$ cat src/rtl/n_serial_sub_pkg.sv
// n_serial_sub_pkg: shared types and helpers for the bit-serial subtractor.
//   sub_state_t : controller states (IDLE, BUSY, DONE)
//   cnt_w()     : bit-counter width needed to count up to n
package n_serial_sub_pkg;

    typedef enum logic [1:0] {
        IDLE = 2'd0,
        BUSY = 2'd1,
        DONE = 2'd2
    } sub_state_t;

    function automatic int unsigned cnt_w(input int unsigned n);
        return $clog2(n + 1);
    endfunction

endpackage

$ cat src/rtl/full_subtractor.sv
// full_subtractor: 1-bit combinational subtract cell, d = a - b - bin.
// Ports:
//   a, b  : operand bits
//   bin   : borrow in
//   d     : difference bit
//   bout  : borrow out
module full_subtractor (
    input  logic a,
    input  logic b,
    input  logic bin,
    output logic d,
    output logic bout
);

    assign d    = a ^ b ^ bin;
    assign bout = (~a & b) | (~(a ^ b) & bin);

endmodule

$ cat src/rtl/n_serial_subtractor.sv
// n_serial_subtractor: bit-serial signed N-bit subtractor, D = A - B - bi, LSB first,
// one bit per clock; result is ready N cycles after the operands are accepted.
// Ports:
//   clk, rst             : clock, asynchronous active-high reset
//   in_valid, in_ready   : operand handshake (in_ready depends combinationally on out_ready)
//   A, B, bi             : signed minuend, signed subtrahend, borrow in
//   out_valid, out_ready : result handshake
//   D, bo, ovf           : difference, unsigned borrow out, signed overflow
// Build option: define SERIAL_SUB_SAT_EN to saturate D on signed overflow.
module n_serial_subtractor
    import n_serial_sub_pkg::*;
#(
    parameter int unsigned N = 8
) (
    input  logic         clk,
    input  logic         rst,
    input  logic         in_valid,
    output logic         in_ready,
    input  logic [N-1:0] A,
    input  logic [N-1:0] B,
    input  logic         bi,
    output logic         out_valid,
    input  logic         out_ready,
    output logic [N-1:0] D,
    output logic         bo,
    output logic         ovf
);

    localparam int unsigned CntW = cnt_w(N);

    sub_state_t state_q, state_d;

    logic [N-1:0]    a_q, b_q, res_q;
    logic            brw_q;
    logic [CntW-1:0] cnt_q;
    logic [N-1:0]    d_q;
    logic            bo_q, ovf_q, out_valid_q;

    logic            accept;
    logic            last_bit;
    logic            d_bit, bout_bit;
    logic            brw_msb_in;
    logic            ovf_bit;
    logic [N-1:0]    res_next;
    logic [N-1:0]    d_final;

    // Single serial cell: operands are consumed from bit 0 of the shift registers.
    full_subtractor u_cell (
        .a    (a_q[0]),
        .b    (b_q[0]),
        .bin  (brw_q),
        .d    (d_bit),
        .bout (bout_bit)
    );

    assign accept   = in_valid && in_ready;
    assign last_bit = (state_q == BUSY) && (cnt_q == CntW'(N - 1));
    assign res_next = {d_bit, res_q[N-1:1]};

    // During the MSB cycle brw_q is still the borrow into the sign bit.
    assign brw_msb_in = brw_q;
    assign ovf_bit    = brw_msb_in ^ bout_bit;

`ifdef SERIAL_SUB_SAT_EN
    // a_q[0] holds the original sign of A during the MSB cycle.
    always_comb begin
        d_final = res_next;
        if (ovf_bit) begin
            d_final = a_q[0] ? {1'b1, {(N-1){1'b0}}} : {1'b0, {(N-1){1'b1}}};
        end
    end
`else
    assign d_final = res_next;
`endif

    // State register
    always_ff @(posedge clk or posedge rst) begin
        if (rst) begin
            state_q     <= IDLE;
            out_valid_q <= 1'b0;
        end else begin
            state_q     <= state_d;
            out_valid_q <= (state_d == DONE);
        end
    end

    // Next-state logic
    always_comb begin
        state_d = state_q;
        unique case (state_q)
            IDLE: if (accept) state_d = BUSY;
            BUSY: if (last_bit) state_d = DONE;
            DONE: begin
                if (out_ready) state_d = accept ? BUSY : IDLE;
            end
            default: state_d = IDLE;
        endcase
    end

    // Output logic: in_ready allows back-to-back handoff from DONE.
    always_comb begin
        in_ready = (state_q == IDLE) || ((state_q == DONE) && out_ready);
    end

    // Datapath
    always_ff @(posedge clk or posedge rst) begin
        if (rst) begin
            a_q   <= '0;
            b_q   <= '0;
            res_q <= '0;
            brw_q <= 1'b0;
            cnt_q <= '0;
            d_q   <= '0;
            bo_q  <= 1'b0;
            ovf_q <= 1'b0;
        end else if (accept) begin
            a_q   <= A;
            b_q   <= B;
            brw_q <= bi;
            cnt_q <= '0;
        end else if (state_q == BUSY) begin
            a_q   <= a_q >> 1;
            b_q   <= b_q >> 1;
            brw_q <= bout_bit;
            res_q <= res_next;
            cnt_q <= cnt_q + CntW'(1);
            if (last_bit) begin
                d_q   <= d_final;
                bo_q  <= bout_bit;
                ovf_q <= ovf_bit;
            end
        end
    end

    assign out_valid = out_valid_q;
    assign D         = d_q;
    assign bo        = bo_q;
    assign ovf       = ovf_q;

endmodule
$ cat config.mk
export PLATFORM = sky130hd
export DESIGN_NAME = n_serial_subtractor
export DESIGN_NICKNAME = d
export VERILOG_FILES = /design/src/rtl/n_serial_sub_pkg.sv /design/src/rtl/full_subtractor.sv /design/src/rtl/n_serial_subtractor.sv
export SDC_FILE = /design/constraint.sdc
export NUM_CORES = 1
export LEC_CHECK = 0
export CAP_MARGIN = 0
export CORE_MARGIN = 4
export CORE_UTILIZATION = 52
export CTS_CLUSTER_SIZE = 8
export DETAILED_ROUTE_END_ITERATION = 7
export PLACE_DENSITY = 0.84
export SLEW_MARGIN = 40
export SYNTH_ARGS = -nofsm -noshare
export SYNTH_HDL_FRONTEND = slang
export SYNTH_SLANG_ARGS = --single-unit
$ cat constraint.sdc
create_clock -name clk -period 1.68 [get_ports clk]
set_input_delay 0.252 -clock clk [delete_from_list [all_inputs] [get_ports clk]]
set_output_delay 0.252 -clock clk [all_outputs]
set_load 0.01 [all_outputs]
==> results of run 1 <==
report_power, final:
| part | internal (uW) | leakage, uW | switching [uW] | total [uW] |
|---|---|---|---|---|
| Sequential | 1450 | 0.000506 | 279 | 1730 |
| Clock | 167 | 0.0000265 | 298 | 465 |
| Combinational | 1120 | 0.000525 | 824 | 1940 |
flip-flops by register name, indices dropped and copies added, names as in the netlist:
register / cells
D: 8
a_q: 8
b_q: 8
bo: 1
brw_msb_in: 1
cnt_q: 4
out_valid: 1
ovf: 1
res_q: 7
state_q: 2
worst reg2reg max path, stage by stage (launching register included):
cell and delay, ps:
dfrtp_2 410, buf_4 150, nor2b_4 130, buf_12 170, mux2_2 360, mux2_2 270
kinds of logic after synthesis:
kind of cell,Yosys count,share of synthesized area [%]
and+or+nand+nor,28,8.01
adders and majority gates,2,1.74
muxes,39,22.8
xor gates and xnor gates,3,1.40
DFF,41,54.7
AOI/OAI and AO/OA,21,6.54
buffers and inverters,15,4.81
layer usage:
layer	vias up	track usage [%]	part of all wire (%)
met3	5	6.57	4.8
met5	-	0	0
met2	26	28.9	50
met4	0	6.45	1.3
met1	589	21.6	44
li1	591	-	-
per-stage QoR:
stage / std cells / util [%] / power [uW] / setup TNS [ps] / setup slack [ps]
2_1_floorplan: 149 / - / 3060 / 0 / 213
3_3_place_gp: 226 / 66.0 / 3590 / 0 / 30.2
3_5_place_dp: 226 / 66.0 / 3700 / -175 / -32.6
4_1_cts: 235 / 67.6 / 4180 / 0 / 78.9
5_1_grt: 235 / 67.6 / 4470 / 0 / 34.7
6_report: 235 / 67.6 / 4140 / 0 / 71.4
synthesized netlist by cell type (all sizes together):
cell / number / area [um2]
dfrtp: 41 / 1030
mux2: 29 / 327
o21ai: 14 / 70.1
mux2i: 10 / 100
nand3: 9 / 45.0
buf: 7 / 60.1
inv: 7 / 26.3
nor2: 6 / 22.5
nand2: 4 / 15.0
nor2b: 3 / 26.3
a21o: 2 / 15.0
a2bb2oi: 2 / 17.5
nand2b: 2 / 12.5
o31ai: 2 / 15.0
xor2: 2 / 17.5
a21oi: 1 / 5.00
and2b: 1 / 7.51
and3: 1 / 7.51
clkbuf: 1 / 3.75
fa: 1 / 20.0
ha: 1 / 12.5
nand3b: 1 / 7.51
nand4: 1 / 6.26
xnor2: 1 / 8.76
final timing paths:
check / start / end
worst max-delay path: state_q[1] / a_q[3]
worst max register to register: state_q[1] / a_q[3]
min in group clk: B[0] / b_q[0]
max in group asynchronous: rst / state_q[1]
worst min register to register: cnt_q[3] / cnt_q[3]
worst min-delay path: rst / res_q[6]
final cells by class:
class / count / area, um2 / area share [%]
flip-flops and latches: 41 / 1030 / 44.5
multi-input cells: 93 / 758 / 32.8
repair buffers: 40 / 392 / 17.0
well taps: 46 / 57.6 / 2.49
clock buffers: 8 / 48.8 / 2.11
inverters: 7 / 26.3 / 1.14
repair_timing:
action | CTS | global route
endpoints found under the hold margin | 0 | 0
resized for setup | 2 | 0
endpoints found under the setup margin | 1 | 0
setup buffers | 1 | 0
==> results.yml, run 1 <==
drt:
  drc: 0
  detail_route.vias_per_cell: 5.15
  wl_per_cell_um: 14.5
  final_antenna_net_count: 0
  initialDrtViolationCount: 80
  drt_pre_antenna_iters: 4
  num_vias: 1211
  drt_wl_total_um: 3410
finish:
  final_layout_fill_cell_count: 270
  flow.area_growth_from_synthesis_pct: 23.2
  antenna_cells_inserted: 0
  num-nets-final: 211
  layout_commonest_cell: "dfrtp_1"
  finish.instance_area_mm2: 0.00231
  drive_gt1_share_pct: 23.8
  layout.cells.most_common_list: "dfrtp_1, clkdlybuf4s50_1, mux2_2, o21ai_0, mux2i_1"
synthesis:
  post_synth_instance_area_mm2: 0.00187
  netlist-cell-type-count: 29
  seq_area_frac_synth_pct: 54.7
  yosysWarningCount: 0
  synth_fp_nets: 172
  postSynthRegisterBits: 41
  syn_area_per_cell_um2: 12.6
  syn-instance-count: 149
worst_setup_path:
  worst-path-stages: 5
  critical-path-slowest-cell: "dfrtp_2"
  critical_path.startpoint_type: "flip-flop"
  critical-path-top-cell-by-count: "mux2_2"
  cells_traversed_along_the_worst_timing_path: "buf_4, nor2b_4, buf_12, mux2_2, mux2_2"
  startpoint_to_endpoint_class_of_the_critical_path: "flip-flop to flip-flop"
  critPathCaptureType: "flip-flop"
  critical_path.top_delay_family: "multiplexers"
  worst-path-buf-inv: 2
  critPathMaxStageDelay_ps: 410
  cp_data_arrival_time_ps: 1840
  critical_path_required_ps: 1910
  largest_driver_fanout_on_the_critical_path: 22
  timing.reg2reg.worst_path_depth: 5
  reg2reg_setup_slack_ps: 70
timing:
  tightest_slew_ps: 498
  min_period_over_period_pct: 95.8
  fmaxAchievable_ghz: 0.622
  finalSetupViolations: 0
  report.final.hold_viol_count: 0
  post-route-min-period_ps: 1610
  grt_setup_unrepaired: "false"
  skew_ps: 6.22
  maxSlewViolCount: 0
  max_slew_margin_pct: 66.8
  holdWs_ps: 318
run:
  max_cap_violation_count: 0
clock_tree:
  cts.root.buffer_cell: "clkbuf_4"
  clock_tree.htree_level_count: 2
  hold_buf_count_cts: 0
  clock_latency_ps: 340
  tritoncts.num_buffers: 5
  clock_sink_count: 41
  clk_transition_reported_paths_ps: 110
  cts_tree: "done"
  clockBufferDepth: 2
floorplanning:
  io_pins: 33
  initial_util_pct: 54.9
  die_h_um: 68.0
  die-area_mm2: 0.00463
  core_area_mm2: 0.00342
  fp.dieW_um: 68.0
  placement_rows: 21
power:
  ir_drop_mv: 0.920
  cellLeakagePower_uw: 0.00106
  powerDensity_mw_per_mm2: 1790
global_routing:
  grt_pass1_vias: 1294
  global_route.usage.total_pct: 17.8
  maximum_number_of_pins_on_one_net_before_global_route_repair: 42
  grt_first_pass_wirelength_um: 5910
  grt_antenna_before_repair: 0
  globalRouteOverflowTotal: 0
placed_design:
  io_buffers: 32
  placedInstanceArea_mm2: 0.00225
  place_congestion: 0.814
  dpl.hpwl_um: 2460
worst_hold_path:
  min-delay-path-class: "primary input to asynchronous set/reset pin"
status:
  outcome: "completed"
Note: power is estimated with default switching activity, not from simulation.
==> run 2: changes to the inputs <==
==> constraint.sdc (replaced) <==
create_clock -name clk -period 1.5 [get_ports clk]
set_input_delay 0.225 -clock clk [delete_from_list [all_inputs] [get_ports clk]]
set_output_delay 0.225 -clock clk [all_outputs]
set_load 0.01 [all_outputs]
==> run 2 against run 1 <==
Compared with the run above: the run now ends with setup timing left; global-route usage rose by 1.2 points; clock-buffer cell count fell by 3; sequential share of layout area fell by 3.9 points; critical endpoint is now a_q[1]; largest power group unchanged.
==> results.yml, run 2 (same netlist as run 1, synthesis figures left out) <==
drt:
  wl_per_cell_um: 15.7
  num_vias: 1300
  drc: 0
  initialDrtViolationCount: 60
  drt_wl_total_um: 3900
  drt_pre_antenna_iters: 4
  detail_route.vias_per_cell: 5.24
  final_antenna_net_count: 0
global_routing:
  grt_pass1_vias: 1333
  grt_first_pass_wirelength_um: 6220
  globalRouteOverflowTotal: 0
  global_route.usage.total_pct: 18.9
  grt_antenna_before_repair: 0
  maximum_number_of_pins_on_one_net_before_global_route_repair: 42
timing:
  timing.final.ws_setup_ps: -50.2
  grt_setup_unrepaired: "true"
  fmaxAchievable_ghz: 0.645
  setup_total_negative_slack_ps: -343
  finalSetupViolations: 10
  post-route-min-period_ps: 1550
  tightest_slew_ps: 244
  report.final.hold_viol_count: 0
  skew_ps: 10.3
  max_slew_margin_pct: 83.6
  min_period_over_period_pct: 103
  maxSlewViolCount: 0
finish:
  layout_commonest_cell: "dfrtp_1"
  num-nets-final: 224
  drive_gt1_share_pct: 31.2
  utilization_pct: 74.1
  layout.cells.most_common_list: "dfrtp_1, clkdlybuf4s50_1, mux2_2, buf_4, o21ai_0"
  flow.area_growth_from_synthesis_pct: 35.0
  antenna_cells_inserted: 0
  post_layout_nonfiller_instances: 248
floorplanning:
  io_pins: 33
  fp.dieW_um: 68.0
  die_h_um: 68.0
  die-area_mm2: 0.00463
  placement_rows: 21
  core_area_mm2: 0.00342
  initial_util_pct: 54.9
clock_tree:
  clockBufferDepth: 2
  clock_sink_count: 41
  clock_tree.htree_level_count: 2
  clk_transition_reported_paths_ps: 130
  tritoncts.num_buffers: 5
  hold_buf_count_cts: 0
  clock_latency_ps: 360
  cts.root.buffer_cell: "clkbuf_4"
  cts_tree: "done"
placed_design:
  place_inst: 235
  dp_worst_setup_slack_ps: -122
  place_congestion: 0.813
  dpl.hpwl_um: 2630
  io_buffers: 32
worst_setup_path:
  launching_point_of_the_worst_reg2reg_path: "state_q[1]"
  critical_path.startpoint_type: "flip-flop"
  critical-path-slowest-cell: "dfrtp_2"
  critPathCaptureType: "flip-flop"
  critPathMaxStageDelay_ps: 430
  critical_path_required_ps: 1760
  critical-path-top-cell-by-count: "mux2_2"
  worst-path-buf-inv: 2
  reg2reg_setup_slack_ps: -50
  cp_data_arrival_time_ps: 1810
  startpoint_to_endpoint_class_of_the_critical_path: "flip-flop to flip-flop"
  critical_path.top_delay_family: "multiplexers"
  cells_traversed_along_the_worst_timing_path: "buf_6, nor2b_4, buf_12, mux2_2, mux2_2"
  largest_driver_fanout_on_the_critical_path: 10
  worst_setup_path_startpoint: "state_q[1]"
power:
  cellLeakagePower_uw: 0.00123
  powerDensity_mw_per_mm2: 2100
  ir_drop_mv: 1.05
  post-layout-total-power_uw: 5310
run:
  max_cap_violation_count: 0
worst_hold_path:
  min-delay-path-class: "primary input to asynchronous set/reset pin"
status:
  violations: "setup timing"
  outcome: "complete, but fails checks"
==> run 2: per-layer routing <==
| layer | wire length [um] | track usage, % | vias to the layer above |
|---|---|---|---|
| met4 | 54 | 7.20 | 0 |
| met2 | 2050 | 33.5 | 34 |
| li1 | - | - | 620 |
| met3 | 216 | 6.08 | 6 |
| met1 | 1580 | 21.1 | 640 |
| met5 | 0 | 0 | - |
==> run 2: final timing paths <==
path / endpoint / depth (start not counted)
worst min-delay path: res_q[6] / 3
worst min register to register: cnt_q[3] / 1
worst max-delay path: a_q[1] / 5
min in group clk: b_q[2] / 3
worst max register to register: a_q[1] / 5
max in group asynchronous: b_q[4] / 3
==> run 2: area by class of cell <==
type	instances	area (um2)
fillers	243	885
multi-input cells	93	802
clock buffers	5	37.5
well taps	46	57.6
flip-flops and latches	41	1030
repair buffers	53	534
clock inverters	3	46.3
inverters	7	26.3
==> run 2: repair_timing <==
action / in CTS / in global routing
setup endpoints to repair: 15 / 30
endpoints found under the hold margin: 0 / 0
setup buffers: 3 / 1
resized for setup: 22 / 7
cloned: 1 / 0
==> run 2: per-stage QoR <==
step | hold WS (ps) | cell area (um2)
after floorplan | 364 | 1870
after global placement | 471 | 2350
after detailed placement | 472 | 2350
after CTS | 198 | 2510
after global routing | 194 | 2530
final | 197 | 2530
==> run 2: power by group <==
part	internal [uW]	switching (uW)
sequential	1620	306
clock	353	375
combinational	1590	1060
==> run 2: worst min-delay path, delay by kind of cell <==
family	cells	cell delay, ps
buf+inv	3	710
